[src/rtl/irq_controller.sv]
// rtl/irq_controller.sv - memory-mapped interrupt controller driving the core's active-low nIRQ
// Optional feature: define IRQ_CTRL_THRESHOLD_EN to add the THRESHOLD register at offset 0x18.
module irq_controller #(
    parameter int          NUM_SRC   = 8,
    parameter logic [31:0] BASE_ADDR = 32'hFFFF0000
) (
    input  logic               clk,
    input  logic               reset,
    input  logic [NUM_SRC-1:0] irq_src,
    input  logic [31:0]        memaddr,
    input  logic               memwrite,
    input  logic               memread,
    input  logic [31:0]        writedata,
    input  logic [3:0]         be,
    output logic [31:0]        readdata,
    output logic               sel,
    output logic               nIRQ
);

    localparam logic [5:0] OFF_STATUS    = 6'h00;
    localparam logic [5:0] OFF_RAW       = 6'h01;
    localparam logic [5:0] OFF_ENABLE    = 6'h02;
    localparam logic [5:0] OFF_CLEAR     = 6'h03;
    localparam logic [5:0] OFF_ACTIVE_ID = 6'h04;
    localparam logic [5:0] OFF_TRIGGER   = 6'h05;
`ifdef IRQ_CTRL_THRESHOLD_EN
    localparam logic [5:0] OFF_THRESHOLD = 6'h06;
`endif

    logic [NUM_SRC-1:0] sync1;
    logic [NUM_SRC-1:0] s;
    logic [NUM_SRC-1:0] s_d;
    logic [NUM_SRC-1:0] pending;
    logic [NUM_SRC-1:0] enable;
    logic [NUM_SRC-1:0] trigger;

    logic               hit;
    logic [5:0]         offset;
    logic               wr;
    logic [31:0]        wmask32;
    logic [31:0]        wval32;
    logic [NUM_SRC-1:0] wmask;
    logic [NUM_SRC-1:0] wval;
    logic [NUM_SRC-1:0] clr;
    logic [NUM_SRC-1:0] edge_det;
    logic [NUM_SRC-1:0] pending_next;
    logic [NUM_SRC-1:0] status;
    logic [NUM_SRC-1:0] eff_status;
    logic [4:0]         active_idx;
    logic [31:0]        active_id;
    logic [31:0]        rd_value;

`ifdef IRQ_CTRL_THRESHOLD_EN
    logic [5:0]         threshold;
    logic [NUM_SRC-1:0] thr_mask;
`endif

    // Byte address bits [1:0] never select anything; only the word offset matters.
    logic unused_ok;
    assign unused_ok = &{1'b0, memaddr[1:0], wval32};

    assign hit     = (memaddr[31:8] == BASE_ADDR[31:8]);
    assign offset  = memaddr[7:2];
    assign wr      = memwrite & hit;
    assign wmask32 = {{8{be[3]}}, {8{be[2]}}, {8{be[1]}}, {8{be[0]}}};
    assign wval32  = writedata & wmask32;
    assign wmask   = wmask32[NUM_SRC-1:0];
    assign wval    = wval32[NUM_SRC-1:0];

    // A clear bit only counts when its byte lane is enabled, hence the masked value.
    assign clr = (wr && offset == OFF_CLEAR) ? wval : '0;

    assign edge_det = s & ~s_d;

    // Edge sources: set beats a same-cycle clear. Level sources simply track the input.
    assign pending_next = (trigger & (edge_det | (pending & ~clr))) | (~trigger & s);

    assign status = pending & enable;

`ifdef IRQ_CTRL_THRESHOLD_EN
    // Only sources below the threshold may interrupt; zero masks everything.
    always_comb begin
        thr_mask = '0;
        for (int i = 0; i < NUM_SRC; i++) begin
            thr_mask[i] = (32'(i) < {26'd0, threshold});
        end
    end
    assign eff_status = status & thr_mask;
`else
    assign eff_status = status;
`endif

    // Lowest-index asserted source wins; scan from the top so index 0 overrides.
    always_comb begin
        active_idx = '0;
        for (int i = NUM_SRC - 1; i >= 0; i--) begin
            if (eff_status[i]) begin
                active_idx = 5'(i);
            end
        end
    end

    assign active_id = {|eff_status, 26'd0, active_idx};

    // Read mux uses current register values, so a same-cycle write is not visible.
    always_comb begin
        rd_value = 32'd0;
        case (offset)
            OFF_STATUS:    rd_value = 32'(status);
            OFF_RAW:       rd_value = 32'(pending);
            OFF_ENABLE:    rd_value = 32'(enable);
            OFF_CLEAR:     rd_value = 32'd0;
            OFF_ACTIVE_ID: rd_value = active_id;
            OFF_TRIGGER:   rd_value = 32'(trigger);
`ifdef IRQ_CTRL_THRESHOLD_EN
            OFF_THRESHOLD: rd_value = {26'd0, threshold};
`endif
            default:       rd_value = 32'd0;
        endcase
    end

    // Synchroniser and edge history; reset flushes any edge in flight.
    always_ff @(posedge clk) begin
        if (reset) begin
            sync1 <= '0;
            s     <= '0;
            s_d   <= '0;
        end else begin
            sync1 <= irq_src;
            s     <= sync1;
            s_d   <= s;
        end
    end

    // Pending, enable and trigger state plus the software-visible config registers.
    always_ff @(posedge clk) begin
        if (reset) begin
            pending <= '0;
            enable  <= '0;
            trigger <= '0;
        end else begin
            pending <= pending_next;
            if (wr && offset == OFF_ENABLE) begin
                enable <= (enable & ~wmask) | wval;
            end
            if (wr && offset == OFF_TRIGGER) begin
                trigger <= (trigger & ~wmask) | wval;
            end
        end
    end

`ifdef IRQ_CTRL_THRESHOLD_EN
    // Threshold lives entirely in byte lane 0.
    always_ff @(posedge clk) begin
        if (reset) begin
            threshold <= 6'd32;
        end else if (wr && offset == OFF_THRESHOLD && be[0]) begin
            threshold <= writedata[5:0];
        end
    end
`endif

    // Registered bus response and interrupt output, one cycle behind the state they reflect.
    always_ff @(posedge clk) begin
        if (reset) begin
            readdata <= 32'd0;
            sel      <= 1'b0;
            nIRQ     <= 1'b1;
        end else begin
            sel      <= memread & hit;
            readdata <= (memread & hit) ? rd_value : 32'd0;
            nIRQ     <= ~(|eff_status);
        end
    end

endmodule

[config.mk]
export PLATFORM = sky130hd
export DESIGN_NAME = irq_controller
export DESIGN_NICKNAME = d
export VERILOG_FILES = /design/src/rtl/irq_controller.sv
export SDC_FILE = /design/constraint.sdc
export NUM_CORES = 1
export LEC_CHECK = 0
export ABC_AREA = 0
export BUFFER_PORTS_ARGS = -buffer_cell sky130_fd_sc_hd__buf_2
export CORE_MARGIN = 2
export CORE_UTILIZATION = 28
export CTS_BUF_LIST = sky130_fd_sc_hd__clkbuf_16
export DETAILED_ROUTE_END_ITERATION = 8
export PLACE_DENSITY = 0.49
export RECOVER_POWER = 50
export SLEW_MARGIN = 20
export SYNTH_ARGS = -nofsm -noshare
export SYNTH_HDL_FRONTEND = slang
export SYNTH_SLANG_ARGS = --single-unit
[constraint.sdc]
create_clock -name clk -period 2.1 [get_ports clk]
set_input_delay 0.21 -clock clk [delete_from_list [all_inputs] [get_ports clk]]
set_output_delay 0.21 -clock clk [all_outputs]
set_load 0.01 [all_outputs]
==> results.py <==
metrics = {
    "place": {
        "dpl.hpwl_um": 4056,
        "gp_congestion": 0.8277,
        "port-buffer-count": 61,
        "place_inst": 433,
        "pre_cts_ws_ns": 0.2090,
    },
    "timing": {
        "drv_slew": 0,
        "hold_ws_ns": 0.09469,
        "finalSetupViolCount": 0,
        "rsz0062_at_grt": "no",
        "skew_ns": 0.007323,
        "setup_ws_ns": 0.5246,
        "tightestPinTransition_ns": 0.9839,
        "setup_tns_ns": 0,
        "period_needed_ns": 1.575,
        "finalHoldViolations": 0,
        "fmax_mhz": 634.8,
        "slew_headroom_pct": 34.41,
        "period_share_pct": 75.02,
    },
    "detailed_routing": {
        "first_pass_iters": 5,
        "vias_per_cell": 4.520,
        "routedWlPerCell_um": 12.18,
        "antenna_left": 0,
        "first_iter_violations": 76,
        "num_vias": 2025,
        "drc": 0,
        "wirelength_um": 5456,
    },
    "clock_tree": {
        "cts_resized": 0,
        "postCtsSetupBuffers": 0,
        "postCtsHoldBufs": 0,
        "cts_max_level": 3,
        "cts.path.max_buffers": 2,
        "cts_buffers": 9,
        "insertion_delay_ns": 0.32,
        "cts.root.buffer_cell": "clkbuf_16",
        "clk_pin_slew_ns": 0.05,
        "cts_tree": "built",
        "cts_sinks": 59,
    },
    "floorplanning": {
        "die_h_um": 98.47,
        "io_pins": 114,
        "die_area_um2": 9695,
        "start_util_pct": 28.79,
        "coreArea_um2": 8678,
        "num_rows": 34,
        "die_w_um": 98.47,
    },
    "power": {
        "ir_drop_mv": 0.4847,
        "power.density_nw_per_um2": 905.5,
        "p_leak_uw": 0.001438,
    },
    "layout": {
        "seqCellArea_um2": 1181,
        "fillerInstances": 910,
        "final_cells": 448,
        "nNetsFinal": 416,
        "layout_common_cells": "dfxtp_1, buf_2, nor2_1",
        "diodes": 0,
        "multi_input_area_um2": 1172,
        "layout_commonest_cell": "dfxtp_1",
        "syn2layout_area_growth_pct": 28.14,
        "layout-drive-gt1-share_pct": 23.53,
    },
    "synthesis": {
        "ys_seq_area_share_pct": 47.27,
        "syn_avg_cell_area_um2": 9.465,
        "yosys-mux-area-fraction_pct": 7.261,
        "netlist_instances": 264,
        "async_reset_ff_share_pct": 0,
        "yosysUniqueCellTypes": 45,
        "ys_ff_latch": 59,
        "synthXorXnorAreaFrac_pct": 0,
        "syn-cell-area_um2": 2499,
        "synthFlopType": "dfxtp_1",
        "synth_top_family_by_area": "simple AND/OR/NAND/NOR gates",
        "synth_edf_count": 0,
        "synth_compound_area_share_pct": 12.47,
        "yosys.area_share.simple_pct": 23.74,
        "synth_fa_ha_area_share_pct": 0,
        "ys_warn_count": 0,
    },
    "worst_setup_path": {
        "criticalPathCategory": "in2reg",
        "start_kind": "input pin",
        "worstPathArrival_ns": 1.74,
        "endpoint_kind": "flip-flop",
        "cp_data_required_time_ns": 2.27,
        "critPathMaxFanout": 8,
    },
    "global_routing": {
        "grt_pass1_vias": 1924,
        "grt_pass1_wl_um": 9149,
        "gr-total-overflow": 0,
        "antenna_found_initial": 0,
        "track_usage_pct": 11.85,
        "grt_max_degree": 25,
    },
    "run_status": {
        "status": "complete, no violations",
    },
    "run": {
        "drv_cap": 0,
    },
    "min_path": {
        "hold_path.class": "in2reg",
    },
}
-- synthesized netlist by cell type (all sizes together), types with 4 or more instances --
cell type  instances  area [µm²]
buf               26       193.9
mux2i             17       170.2
a222oi             4       40.04
nor2b             25       156.4
a22oi              4       30.03
dfxtp             59        1181
nand2             28       105.1
a22o               9       78.83
o21ai              4       23.77
nand4              6       50.04
clkbuf             7       26.28
nor2              33       123.9
o21a               4       30.03
-- metal layers --
layer  part of all wire (%)  track usage, %  wire, µm
met4                    2.0           4.320       109
met3                    9.8           5.674       536
met5                      0               0         0
met2                     43           18.26      2354
met1                     45           14.47      2456
-- path summary, 6_finish.rpt --
kind              cells after the start             startpoint  slack (ns)                      to
hold reg to reg                       1    sync1[4]$_SDFF_PP0_        0.43         s[4]$_SDFF_PP0_
setup / recovery                      8             memaddr[9]        0.52               flip-flop
setup reg to reg                      5  pending[2]$_SDFF_PP0_        0.66  readdata[1]$_SDFF_PP0_
hold / removal                        2             irq_src[3]        0.09     sync1[3]$_SDFF_PP0_
-- cells by family after synthesis --
kind of cell,count (synthesis)
multiplexers,18
buffers and inverters,35
AND/OR/NAND/NOR,112
flip-flops,59
other,1
AO/OA/AOI/OAI,39
-- per-stage QoR --
step	utilization (%)	area (µm²)	total power [µW]
floorplan	-	2581	1272
global placement	33.38	2897	1307
detailed placement	33.38	2897	1310
CTS	37.20	3228	2937
global route	36.89	3202	3014
finish	36.89	3202	2899
-- worst max-delay path: stages --
cell and delay (ns):
buf_2 0.09, or4_4 0.53, nor4_4 0.24, buf_4 0.17, nand4_2 0.08, buf_4 0.21, mux2i_1 0.16, nor2_1 0.05
-- power by group --
group          switching [µW]  internal [µW]
clock                     473           1140
combinational            73.9           56.9
sequential               8.70           1140
-- cell type report --
type                       count  share of cell area [%]
sequential                    59                   36.89
multi-input combinational    192                   36.62
timing repair buffer          72                   11.68
clock buffer                   9                   7.034
tap                          108                   4.220
clock inverter                 6                   3.322
inverter                       2                  0.2345
No activity file was read; power rests on OpenSTA's default activity.
